===== src/rtl/ucode_pkg.sv =====
// Shared types and constants for the microprogram sequencer: sequencing modes,
// opcode dispatch tables and the default 11-state multicycle control program.
package ucode_pkg;

  localparam int SEQ_W       = 3;
  localparam int DEF_CTRL_W  = 13;
  localparam int DEF_UADDR_W = 5;
  localparam int NUM_DEFAULT = 11;

  typedef enum logic [2:0] {
    NEXT   = 3'b000,
    DISP1  = 3'b001,
    DISP2  = 3'b010,
    FETCH  = 3'b011,
    JUMP   = 3'b100,
    BRCOND = 3'b101,
    CALL   = 3'b110,
    RET    = 3'b111
  } seq_e;

  localparam logic [6:0] OP_LW    = 7'b0000011;
  localparam logic [6:0] OP_SW    = 7'b0100011;
  localparam logic [6:0] OP_RTYPE = 7'b0110011;
  localparam logic [6:0] OP_IALU  = 7'b0010011;
  localparam logic [6:0] OP_JAL   = 7'b1101111;
  localparam logic [6:0] OP_BEQ   = 7'b1100011;

  // Microword layout is {ctrl, seq, target}; positions are relative to UADDR_W
  function automatic int seq_lsb(input int uaddr_w);
    return uaddr_w;
  endfunction

  function automatic int ctrl_lsb(input int uaddr_w);
    return uaddr_w + SEQ_W;
  endfunction

  typedef struct packed {
    logic [6:0]             opcode;
    logic [DEF_UADDR_W-1:0] target;
  } disp_entry_t;

  typedef struct packed {
    logic                   hit;
    logic [DEF_UADDR_W-1:0] target;
  } disp_result_t;

  localparam disp_entry_t DISP1_MAP [6] = '{
    '{OP_LW,    5'd2}, '{OP_SW,  5'd2}, '{OP_RTYPE, 5'd6},
    '{OP_IALU,  5'd8}, '{OP_JAL, 5'd9}, '{OP_BEQ,   5'd10}
  };

  localparam disp_entry_t DISP2_MAP [2] = '{'{OP_LW, 5'd3}, '{OP_SW, 5'd5}};

  function automatic disp_result_t disp1_lookup(input logic [6:0] op);
    disp_result_t res;
    res = '0;
    for (int i = 0; i < 6; i++)
      if (DISP1_MAP[i].opcode == op) res = '{hit: 1'b1, target: DISP1_MAP[i].target};
    return res;
  endfunction

  function automatic disp_result_t disp2_lookup(input logic [6:0] op);
    disp_result_t res;
    res = '0;
    for (int i = 0; i < 2; i++)
      if (DISP2_MAP[i].opcode == op) res = '{hit: 1'b1, target: DISP2_MAP[i].target};
    return res;
  endfunction

  // Control field order: PCUpdate RegWrite MemWrite IRWrite AdrSrc ResultSrc ALUSrcA ALUSrcB ALUOp
  function automatic logic [DEF_CTRL_W-1:0] mk_ctrl(
    input logic       pcupdate, regwrite, memwrite, irwrite, adrsrc,
    input logic [1:0] resultsrc, alusrca, alusrcb, aluop
  );
    return {pcupdate, regwrite, memwrite, irwrite, adrsrc, resultsrc, alusrca, alusrcb, aluop};
  endfunction

  typedef struct packed {
    logic [DEF_CTRL_W-1:0]  ctrl;
    seq_e                   seq;
    logic [DEF_UADDR_W-1:0] target;
  } uword_t;

  localparam uword_t DEFAULT_UCODE [NUM_DEFAULT] = '{
    '{ctrl: mk_ctrl(1, 0, 0, 1, 0, 2'b10, 2'b00, 2'b10, 2'b00), seq: NEXT,  target: 5'd0},
    '{ctrl: mk_ctrl(0, 0, 0, 0, 0, 2'b00, 2'b01, 2'b01, 2'b00), seq: DISP1, target: 5'd0},
    '{ctrl: mk_ctrl(0, 0, 0, 0, 0, 2'b00, 2'b10, 2'b01, 2'b00), seq: DISP2, target: 5'd0},
    '{ctrl: mk_ctrl(0, 0, 0, 0, 1, 2'b00, 2'b00, 2'b00, 2'b00), seq: NEXT,  target: 5'd0},
    '{ctrl: mk_ctrl(0, 1, 0, 0, 0, 2'b01, 2'b00, 2'b00, 2'b00), seq: FETCH, target: 5'd0},
    '{ctrl: mk_ctrl(0, 0, 1, 0, 1, 2'b00, 2'b00, 2'b00, 2'b00), seq: FETCH, target: 5'd0},
    '{ctrl: mk_ctrl(0, 0, 0, 0, 0, 2'b00, 2'b10, 2'b00, 2'b10), seq: NEXT,  target: 5'd0},
    '{ctrl: mk_ctrl(0, 1, 0, 0, 0, 2'b00, 2'b00, 2'b00, 2'b00), seq: FETCH, target: 5'd0},
    '{ctrl: mk_ctrl(0, 0, 0, 0, 0, 2'b00, 2'b10, 2'b01, 2'b10), seq: JUMP,  target: 5'd7},
    '{ctrl: mk_ctrl(1, 0, 0, 0, 0, 2'b00, 2'b01, 2'b10, 2'b00), seq: JUMP,  target: 5'd7},
    '{ctrl: mk_ctrl(0, 0, 0, 0, 0, 2'b00, 2'b10, 2'b00, 2'b01), seq: FETCH, target: 5'd0}
  };

  function automatic uword_t default_uword(input int idx);
    uword_t w;
    w = '0;
    for (int i = 0; i < NUM_DEFAULT; i++)
      if (i == idx) w = DEFAULT_UCODE[i];
    return w;
  endfunction

endpackage


===== src/rtl/ucode_ret_stack.sv =====
// Micro-call return-address LIFO; requests that would overflow or underflow are
// ignored here and reported by the sequencer through full/empty.
module ucode_ret_stack #(
  parameter int UADDR_W     = 5,
  parameter int STACK_DEPTH = 2
) (
  input  logic               clk,
  input  logic               reset,
  input  logic               push,
  input  logic               pop,
  input  logic [UADDR_W-1:0] din,
  output logic [UADDR_W-1:0] dout,
  output logic               full,
  output logic               empty
);

  localparam int PW = $clog2(STACK_DEPTH + 1);

  logic [PW-1:0]      sp;
  logic [UADDR_W-1:0] mem [STACK_DEPTH];

  assign full  = (int'(sp) == STACK_DEPTH);
  assign empty = (sp == '0);

  always_comb begin
    dout = '0;
    for (int i = 0; i < STACK_DEPTH; i++)
      if (int'(sp) == i + 1) dout = mem[i];
  end

  always_ff @(posedge clk) begin
    if (reset)                sp <= '0;
    else if (push && !full)   sp <= sp + 1'b1;
    else if (pop && !empty)   sp <= sp - 1'b1;
  end

  // Entries need no reset; sp alone decides what is valid
  always_ff @(posedge clk) begin
    for (int i = 0; i < STACK_DEPTH; i++)
      if (push && !full && int'(sp) == i) mem[i] <= din;
  end

endmodule


===== src/rtl/ucode_sequencer.sv =====
// Microprogram sequencer: writable control store, micro-PC, opcode dispatch,
// conditional micro-branch and call/return via ucode_ret_stack.
module ucode_sequencer
  import ucode_pkg::*;
#(
  parameter int CTRL_W      = 13,
  parameter int UADDR_W     = 5,
  parameter int DEPTH       = 32,
  parameter int STACK_DEPTH = 2
) (
  input  logic                              clk,
  input  logic                              reset,
  input  logic                              stall,
  input  logic [6:0]                        opcode,
  input  logic                              cond,
  input  logic                              we,
  input  logic [UADDR_W-1:0]                waddr,
  input  logic [CTRL_W+SEQ_W+UADDR_W-1:0]   wdata,
  output logic [CTRL_W-1:0]                 ctrl,
  output logic [UADDR_W-1:0]                upc,
  output logic                              illegal_op,
  output logic                              stack_err
);

  localparam int MW      = CTRL_W + SEQ_W + UADDR_W;
  localparam int SEQ_LSB = seq_lsb(UADDR_W);
  localparam int CTL_LSB = ctrl_lsb(UADDR_W);

  function automatic logic [MW-1:0] init_word(input int idx);
    uword_t d;
    d = default_uword(idx);
    return {CTRL_W'(d.ctrl), d.seq, UADDR_W'(d.target)};
  endfunction

  logic [MW-1:0] store_rd [DEPTH];

  // The store is loaded from the default program at power-up only; reset leaves it alone
  for (genvar i = 0; i < DEPTH; i++) begin : g_store
    logic [MW-1:0] word = init_word(i);
    always_ff @(posedge clk)
      if (we && waddr == UADDR_W'(i)) word <= wdata;
    assign store_rd[i] = word;
  end

  logic               in_range;
  logic [MW-1:0]      cur_word;
  seq_e               cur_seq;
  logic [UADDR_W-1:0] cur_target, upc_inc, upc_next, stk_top;
  logic               do_push, do_pop, err_set, illegal, stk_full, stk_empty;
  disp_result_t       d1, d2;

  assign in_range   = (int'(upc) < DEPTH);
  assign cur_word   = in_range ? store_rd[upc] : '0;
  assign cur_seq    = in_range ? seq_e'(cur_word[SEQ_LSB +: SEQ_W]) : FETCH;
  assign cur_target = cur_word[UADDR_W-1:0];
  assign ctrl       = cur_word[CTL_LSB +: CTRL_W];
  assign upc_inc    = upc + 1'b1;
  assign d1         = disp1_lookup(opcode);
  assign d2         = disp2_lookup(opcode);
  assign illegal_op = illegal;

  always_comb begin
    upc_next = upc_inc;
    do_push  = 1'b0;
    do_pop   = 1'b0;
    err_set  = 1'b0;
    illegal  = 1'b0;
    case (cur_seq)
      NEXT:   upc_next = upc_inc;
      DISP1:  if (d1.hit) upc_next = UADDR_W'(d1.target);
              else begin upc_next = '0; illegal = 1'b1; end
      DISP2:  if (d2.hit) upc_next = UADDR_W'(d2.target);
              else begin upc_next = '0; illegal = 1'b1; end
      FETCH:  upc_next = '0;
      JUMP:   upc_next = cur_target;
      BRCOND: upc_next = cond ? cur_target : upc_inc;
      // A call on a full stack still jumps; only the return address is lost
      CALL: begin
        upc_next = cur_target;
        if (stk_full) err_set = 1'b1;
        else          do_push = 1'b1;
      end
      RET: begin
        if (stk_empty) begin upc_next = '0; err_set = 1'b1; end
        else begin upc_next = stk_top; do_pop = 1'b1; end
      end
      default: upc_next = '0;
    endcase
  end

  ucode_ret_stack #(
    .UADDR_W     (UADDR_W),
    .STACK_DEPTH (STACK_DEPTH)
  ) u_stack (
    .clk   (clk),
    .reset (reset),
    .push  (do_push && !stall),
    .pop   (do_pop && !stall),
    .din   (upc_inc),
    .dout  (stk_top),
    .full  (stk_full),
    .empty (stk_empty)
  );

  always_ff @(posedge clk) begin
    if (reset) begin
      upc       <= '0;
      stack_err <= 1'b0;
    end else if (!stall) begin
      upc <= upc_next;
      if (err_set) stack_err <= 1'b1;
    end
  end

endmodule


===== config.mk =====
export PLATFORM = sky130hd
export DESIGN_NAME = ucode_sequencer
export DESIGN_NICKNAME = d
export VERILOG_FILES = /design/src/rtl/ucode_pkg.sv /design/src/rtl/ucode_ret_stack.sv /design/src/rtl/ucode_sequencer.sv
export SDC_FILE = /design/constraint.sdc
export NUM_CORES = 1
export LEC_CHECK = 0
export BUFFER_PORTS_ARGS = -buffer_cell sky130_fd_sc_hd__buf_2
export CAP_MARGIN = 20
export CORE_MARGIN = 1.5
export CORE_UTILIZATION = 30
export DETAILED_ROUTE_END_ITERATION = 7
export PLACE_DENSITY = 0.52
export RECOVER_POWER = 50
export SLEW_MARGIN = 15
export SYNTH_ARGS = -nofsm -noshare
export SYNTH_HDL_FRONTEND = slang
export SYNTH_SLANG_ARGS = --single-unit

===== constraint.sdc =====
create_clock -name clk -period 3.2 [get_ports clk]
set_input_delay 0.32 -clock clk [delete_from_list [all_inputs] [get_ports clk]]
set_output_delay 0.32 -clock clk [all_outputs]
set_load 0.01 [all_outputs]

# Word level (Yosys, flattened, before mapping)
# Memory sizes are Yosys's and may differ from the RTL's.
# Cells that the tools add are included.
# op_classes
n_addsub	3
order_cmp	1
eq_ne	46
n_mux	37
n_bitwise	2
n_reduce_logical	49
# ops
operator	n
binary-select mux 21 bit (select 5 bit)	1
equality test 5 bit (second input constant)	16
2-to-1 mux 6 bit	8
2-to-1 mux 21 bit	2
equality test 5 x 4 -> 1 bit (second input constant)	8
logical AND 1 bit	38
2-to-1 mux 5 bit	7
one-hot mux 5 bit (7 select lines)	1
equality test 5 x 3 -> 1 bit (second input constant)	4
equality test 6 x 7 -> 1 bit (first input constant)	2
equality test 7 bit (first input constant)	2
2-to-1 mux 1 bit	14
equality test 3 bit (second input constant)	4
equality test 5 x 2 -> 1 bit (second input constant)	2
equality test 2 x 7 -> 1 bit (first input constant)	1
equality test 5 x 7 -> 1 bit (first input constant)	1
equality test 3 x 2 -> 1 bit (second input constant)	2
greater-or-equal comparator 6 bit (second input constant)	1
inverter 5 -> 6 bit	1
adder 5 x 1 -> 5 bit (second input constant)	1
equality test 5 x 1 -> 1 bit (second input constant)	1
logical NOT 5 bit	1
OR reduction 5 bit	1
equality test 2 bit (second input constant)	2
other kinds (12)	17
# word_totals
register_bits	680
mem_bits_rw	10
inputBits	38
output_inout_bits	20
wordCells	174
mem_count	1
# mem_list
memory	words	word_bits	rd	rd_clocked_by_memory_dff	write_ports	line_no	source
u_stack.mem	2	5	2	0	1	ucode_ret_stack.sv:20	logic [UADDR_W-1:0] mem [STACK_DEPTH];

# Logic depth before layout (Yosys ltp)
# logic_depth
word_depth	13
mapped_depth	12
ltp_nobuf	7

# Hierarchy
# A second synthesis with hierarchy kept.
# hier_totals
hier_cells	1234
area_unflattened_um2	26897.0
# by_module_without_submodules
module	n_inst	cells_per_inst	area_per_inst_um2	seq_area_each_um2
ucode_sequencer	1	1202	26416.6	20299.5
ucode_ret_stack	1	32	480.5	340.3

# Least setup slack after synthesis
# OpenSTA, ideal clock, no wires.
# synth_timing
path_kind	register to output
start	reg upc[0]
end	out ctrl[0]
t_arrival_ps	2783
required_time_ps	2880
setup_slack_ps	97
path_stages_with_launch	9
n_path_buf	4
path_cell_list	dfxtp_1 > buf_2 > buf_4 > buf_2 > buf_1 > mux4_2 > mux4_2 > nand2_1 > nand2_1
# synth_via
elab_chain_len	4
# synth_lines
element	line_no	source
from (decl)	ucode_sequencer.sv:20	output logic [UADDR_W-1:0] upc,
from (signal assigned)	ucode_sequencer.sv:110	upc <= upc_next;
inverter 5 -> 6 bit (not written as such)	ucode_sequencer.sv:53	assign cur_word = in_range ? store_rd[upc] : '0;
binary-select mux 21 bit (select 5 bit)	ucode_sequencer.sv:53	
2-to-1 mux 21 bit (not written as such) (2 in a row)	ucode_sequencer.sv:53	
to (decl)	ucode_sequencer.sv:19	output logic [CTRL_W-1:0] ctrl,
# No other way between the ends. The select of a mux whose other input is x is not followed.

# Worst setup path in the final report
# layout_timing
start	reg upc[1]
end	out illegal_op
# layout_via
elab_chain_len	6
word_cells_on_any_way	7
classes_between	eq/ne: 2; mux: 4; bitwise: 1
# layout_lines
element	line_no	source
inverter 5 -> 6 bit (not written as such) *	ucode_sequencer.sv:53	
binary-select mux 21 bit (select 5 bit) *	ucode_sequencer.sv:53	
2-to-1 mux 21 bit (not written as such) * (2 in a row)	ucode_sequencer.sv:53	
equality test 3 x 2 -> 1 bit / equality test 3 x 1 -> 1 bit (equally long branches)	ucode_sequencer.sv:68	case (cur_seq)
one-hot mux 1 bit (2 select lines) *	ucode_sequencer.sv:68	
to (decl)	ucode_sequencer.sv:21	output logic illegal_op,
# Mark *: on every way between the ends. The rest lies on a longest branch, timed or not. The select of a mux whose other input is x is not followed.

==> metrics.md <==
| Metric | Value |
|---|---|
| Layout cells sized above 1 | 35.1% |
| First-pass GRT wire length | 102 mm |
| Critical path type | reg2out |
| Leakage dissipation | 9.96 nW |
| DIE AREA | 0.0916 mm2 |
| DR WL met2 | 33.1 mm |
| Period utilization | 106% |
| Final WS setup | -0.186 ns |
| Placed Cells | 2,469 |
| Pint | 16.8 mW |
| Via density per instance | 5.11 |
| Initial core utilization | 30.4% |
| Router iterations before antenna repair | 7 |
| Top Metal Used | met5 |
| Iteration-0 DRC Markers | 1,317 |
| Least-Margin Pin Slew | 1.53 ns |
| Unrepaired setup endpoints after global routing | yes |
| Worst setup SP type | flop |
| Met3 WL | 4.98 mm |
| Tightest Hold Check Type | in2reg |
| Die X | 303 um |
| Clk buf depth | 3 |
| CP cell instances | buf_12 -> mux4_2 -> mux4_2 -> buf_6 -> mux2i_4 -> nor2_2 -> a21oi_2 -> o2bb2ai_1 -> and2_1 -> buf_2 |
| Largest net degree at the start of global routing | 58 |
| Area grow syn2layout | 20.5% |
| Final ANT Viol Nets | 0 |
| Buffers on Ports | 57 |
| Most common cell type on the critical path | mux4_2 |
| CTS sink cnt | 690 |
| Clock root buffer | clkbuf_16 |
| VDD IR max | 446 uV |
| Final Hold Vio Count | 0 |
| Post-Route M1 WL | 33.3 mm |
| Worst-Skew Late Latency | 0.61 ns |
| Routed len/inst | 27.6 um |
| Worst-path clk slew | 0.06 ns |
| Yosys cell types | 55 |
| Detailed placer's ending HPWL | 42.0 mm |
| Post-synthesis area per instance | 21.9 um2 |
| Synth Flop Type | edfxtp_1 |
| Finish-stage setup viols | 10 |
| # IOs | 58 |
| CTS tree | done |
| Status | finished with violations |
| Net Switching | 5.81 mW |
| WHS | 0.0566 ns |
| Yosys Warn Count | 0 |
| RePlAce Congestion | 0.803 |
| CP max-delay cell | mux4_2 |
| Comb power frac | 20.0% |
| Vias in the first global route | 13,742 |
| Ys async rst share | 0% |
| Net Count, Synth | 1,268 |
| Clk pwr share | 34.7% |
| Flop pwr share | 45.3% |
| Cells after synthesis | 1,229 |
| Layout Cells excl Fill | 2,633 |
| CTS H-tree depth | 3 |
| # DRC | 14 |
| CP Max Fanout | 5 |
| Failing checks | design-rule violations, max-capacitance violations, max-slew violations, negative setup slack |
| Dpl ws | 0.152 ns |
| Fmax | 0.295 GHz |
| Routed WL | 72.8 mm |
| Relative slew slack | -1.96% |
| Worst hold start | stall |
| Net Sw Frac | 25.7% |
| R2R Path Start | upc[1]$_SDFFE_PP0N_ |
| GRT Residual Overflow | 0 |
| Tmin final | 3.39 ns |
| Inserted Clock Buffers | 71 |
| Slowest Stage Delay on Critical Path | 0.53 ns |
| Core ar. | 0.0886 mm2 |
| Crit. End Element | output port |
| Final #Nets | 1,455 |
| Req. time, crit path | 2.88 ns |
| Clk_skew | 0.0149 ns |
| CP arrival | 3.07 ns |
| Pins Over Slew Limit | 33 |
| Die height | 303 um |
| Initial antenna violation count | 7 |
| Rows | 109 |
| Crit path from | upc[1]$_SDFFE_PP0N_ |
| Post-synth EDFFs | 682 |
| Synthesized area | 0.0269 mm2 |
| Total track usage | 15.8% |
| Vias | 13,452 |
| Buf/Inv on CP | 3 |
| Register area share after synthesis | 76.6% |
| Crit-path leading delay family | multiplexers |
| Pwr per Cell Area | 696 mW/mm2 |
| Number of synthesized register bits | 690 |
| Max-cap violation count | 1 |
-- worst paths after layout --
check                                 to  slack, ns  cells past startpoint
setup / recovery              illegal_op      -0.19                     10
hold / removal       upc[4]$_SDFFE_PP0N_       0.06                      2
setup reg to reg     upc[1]$_SDFFE_PP0N_       0.16                     14
hold reg to reg   stack_err$_SDFFE_PP0P_       0.45                      2
-- worst register-to-register path, cell delays in order, from the launching register on --
cell and delay, ns:
dfxtp_4 0.44, buf_12 0.15, buf_4 0.13, buf_16 0.15
buf_16 0.17, clkbuf_16 0.19, buf_4 0.16, mux4_2 0.51
nor2_1 0.15, nor4_1 0.07, nor3_1 0.22, buf_4 0.17
a21oi_1 0.06, o21ai_0 0.21, a311oi_1 0.14
-- through the flow --
step	power [mW]	util, %	setup TNS (ns)	area [um2]
after floorplan	12.9	-	0	26900
after CTS	22.5	36.3	-1.43	32100
after global routing	23.4	36.6	-1.65	32500
final	22.6	36.6	-0.844	32500
after global placement	14.3	33.3	0	29500
after detailed placement	14.3	33.3	0	29500
-- cell type report --
cell class                      count  area, um2
Antenna cell                        2       5.00
Clock buffer                       86       1940
Clock inverter                     37        240
Fill cell                        8110      56200
Inverter                            9       33.8
Multi-Input combinational cell    466       6240
Sequential cell                   690      20700
Tap cell                         1165       1460
Timing Repair Buffer              178       1910
-- sequential cells by signal, indices dropped and copies added (netlist names) --
register,count
upc,5
g_store.word,672
u_stack.mem,10
u_stack.sp,2
stack_err,1
-- cells in the final DEF, fill, tap and decap left out, drive strengths merged, types with 10 or more instances in the layout --
| cell | synthesis | final |
|---|---|---|
| a21oi | 13 | 13 |
| buf | 45 | 146 |
| clkbuf | 19 | 116 |
| clkinv | 0 | 30 |
| edfxtp | 682 | 682 |
| inv | 9 | 12 |
| mux2i | 18 | 18 |
| mux4 | 194 | 194 |
| nand2 | 59 | 59 |
| nor2 | 48 | 48 |
| nor2b | 10 | 10 |
| nor3 | 20 | 20 |
| o21ai | 12 | 12 |
-- cells in the mapped netlist (all sizes together) (3+ instances only) --
master / n / share of area (%)
a211oi: 7 / 0.20
a21oi: 13 / 0.24
a22oi: 7 / 0.20
a311oi: 3 / 0.098
a31oi: 4 / 0.093
and2: 6 / 0.14
buf: 45 / 0.94
clkbuf: 19 / 0.26
dfxtp: 8 / 0.59
edfxtp: 682 / 76
inv: 9 / 0.13
mux2: 5 / 0.21
mux2i: 18 / 0.71
mux4: 194 / 16
nand2: 59 / 0.82
nand2b: 9 / 0.21
nand3: 7 / 0.13
nand3b: 4 / 0.11
nor2: 48 / 0.67
nor2b: 10 / 0.23
nor3: 20 / 0.37
nor4: 5 / 0.17
o21ai: 12 / 0.22
o22ai: 4 / 0.093
or2: 3 / 0.070
xnor2: 3 / 0.098
-- power groups by stage --
stage	combinational [mW]	sequential, mW	clock [mW]
3_3_place_gp	3.86	10.5	0
6_report	4.53	10.2	7.84
3_5_place_dp	3.87	10.5	0
2_1_floorplan	2.62	10.3	0
4_1_cts	4.29	10.2	8.01
5_1_grt	4.82	10.3	8.34
-- metal layers --
metal	vias to the layer above	track usage (%)
met5	-	0
met2	449	24.2
met3	102	3.43
met1	7334	23.0
met4	10	3.92
li1	5557	-
-- cells by family after synthesis --
kind of cell	count (synthesis)	synth area share (%)
AO/OA/AOI/OAI	64	1.58
adder cells (fa/ha/maj)	2	0.0836
buffers and inverters	73	1.33
multiplexers	217	17.1
flip-flops	690	76.6
AND/OR/NAND/NOR	179	3.14
XOR/XNOR	4	0.130
-- repair_timing --
action | 4_1_cts | 5_1_grt
gates resized for setup | 20 | 36
hold endpoints to repair | 4 | 0
endpoints found under the setup margin | 14 | 15
cloned | 5 | 8
setup buffers | 16 | 9
pin swaps | 5 | 2
hold buffers | 1 | 0
No activity file was read; power rests on OpenSTA's default activity.
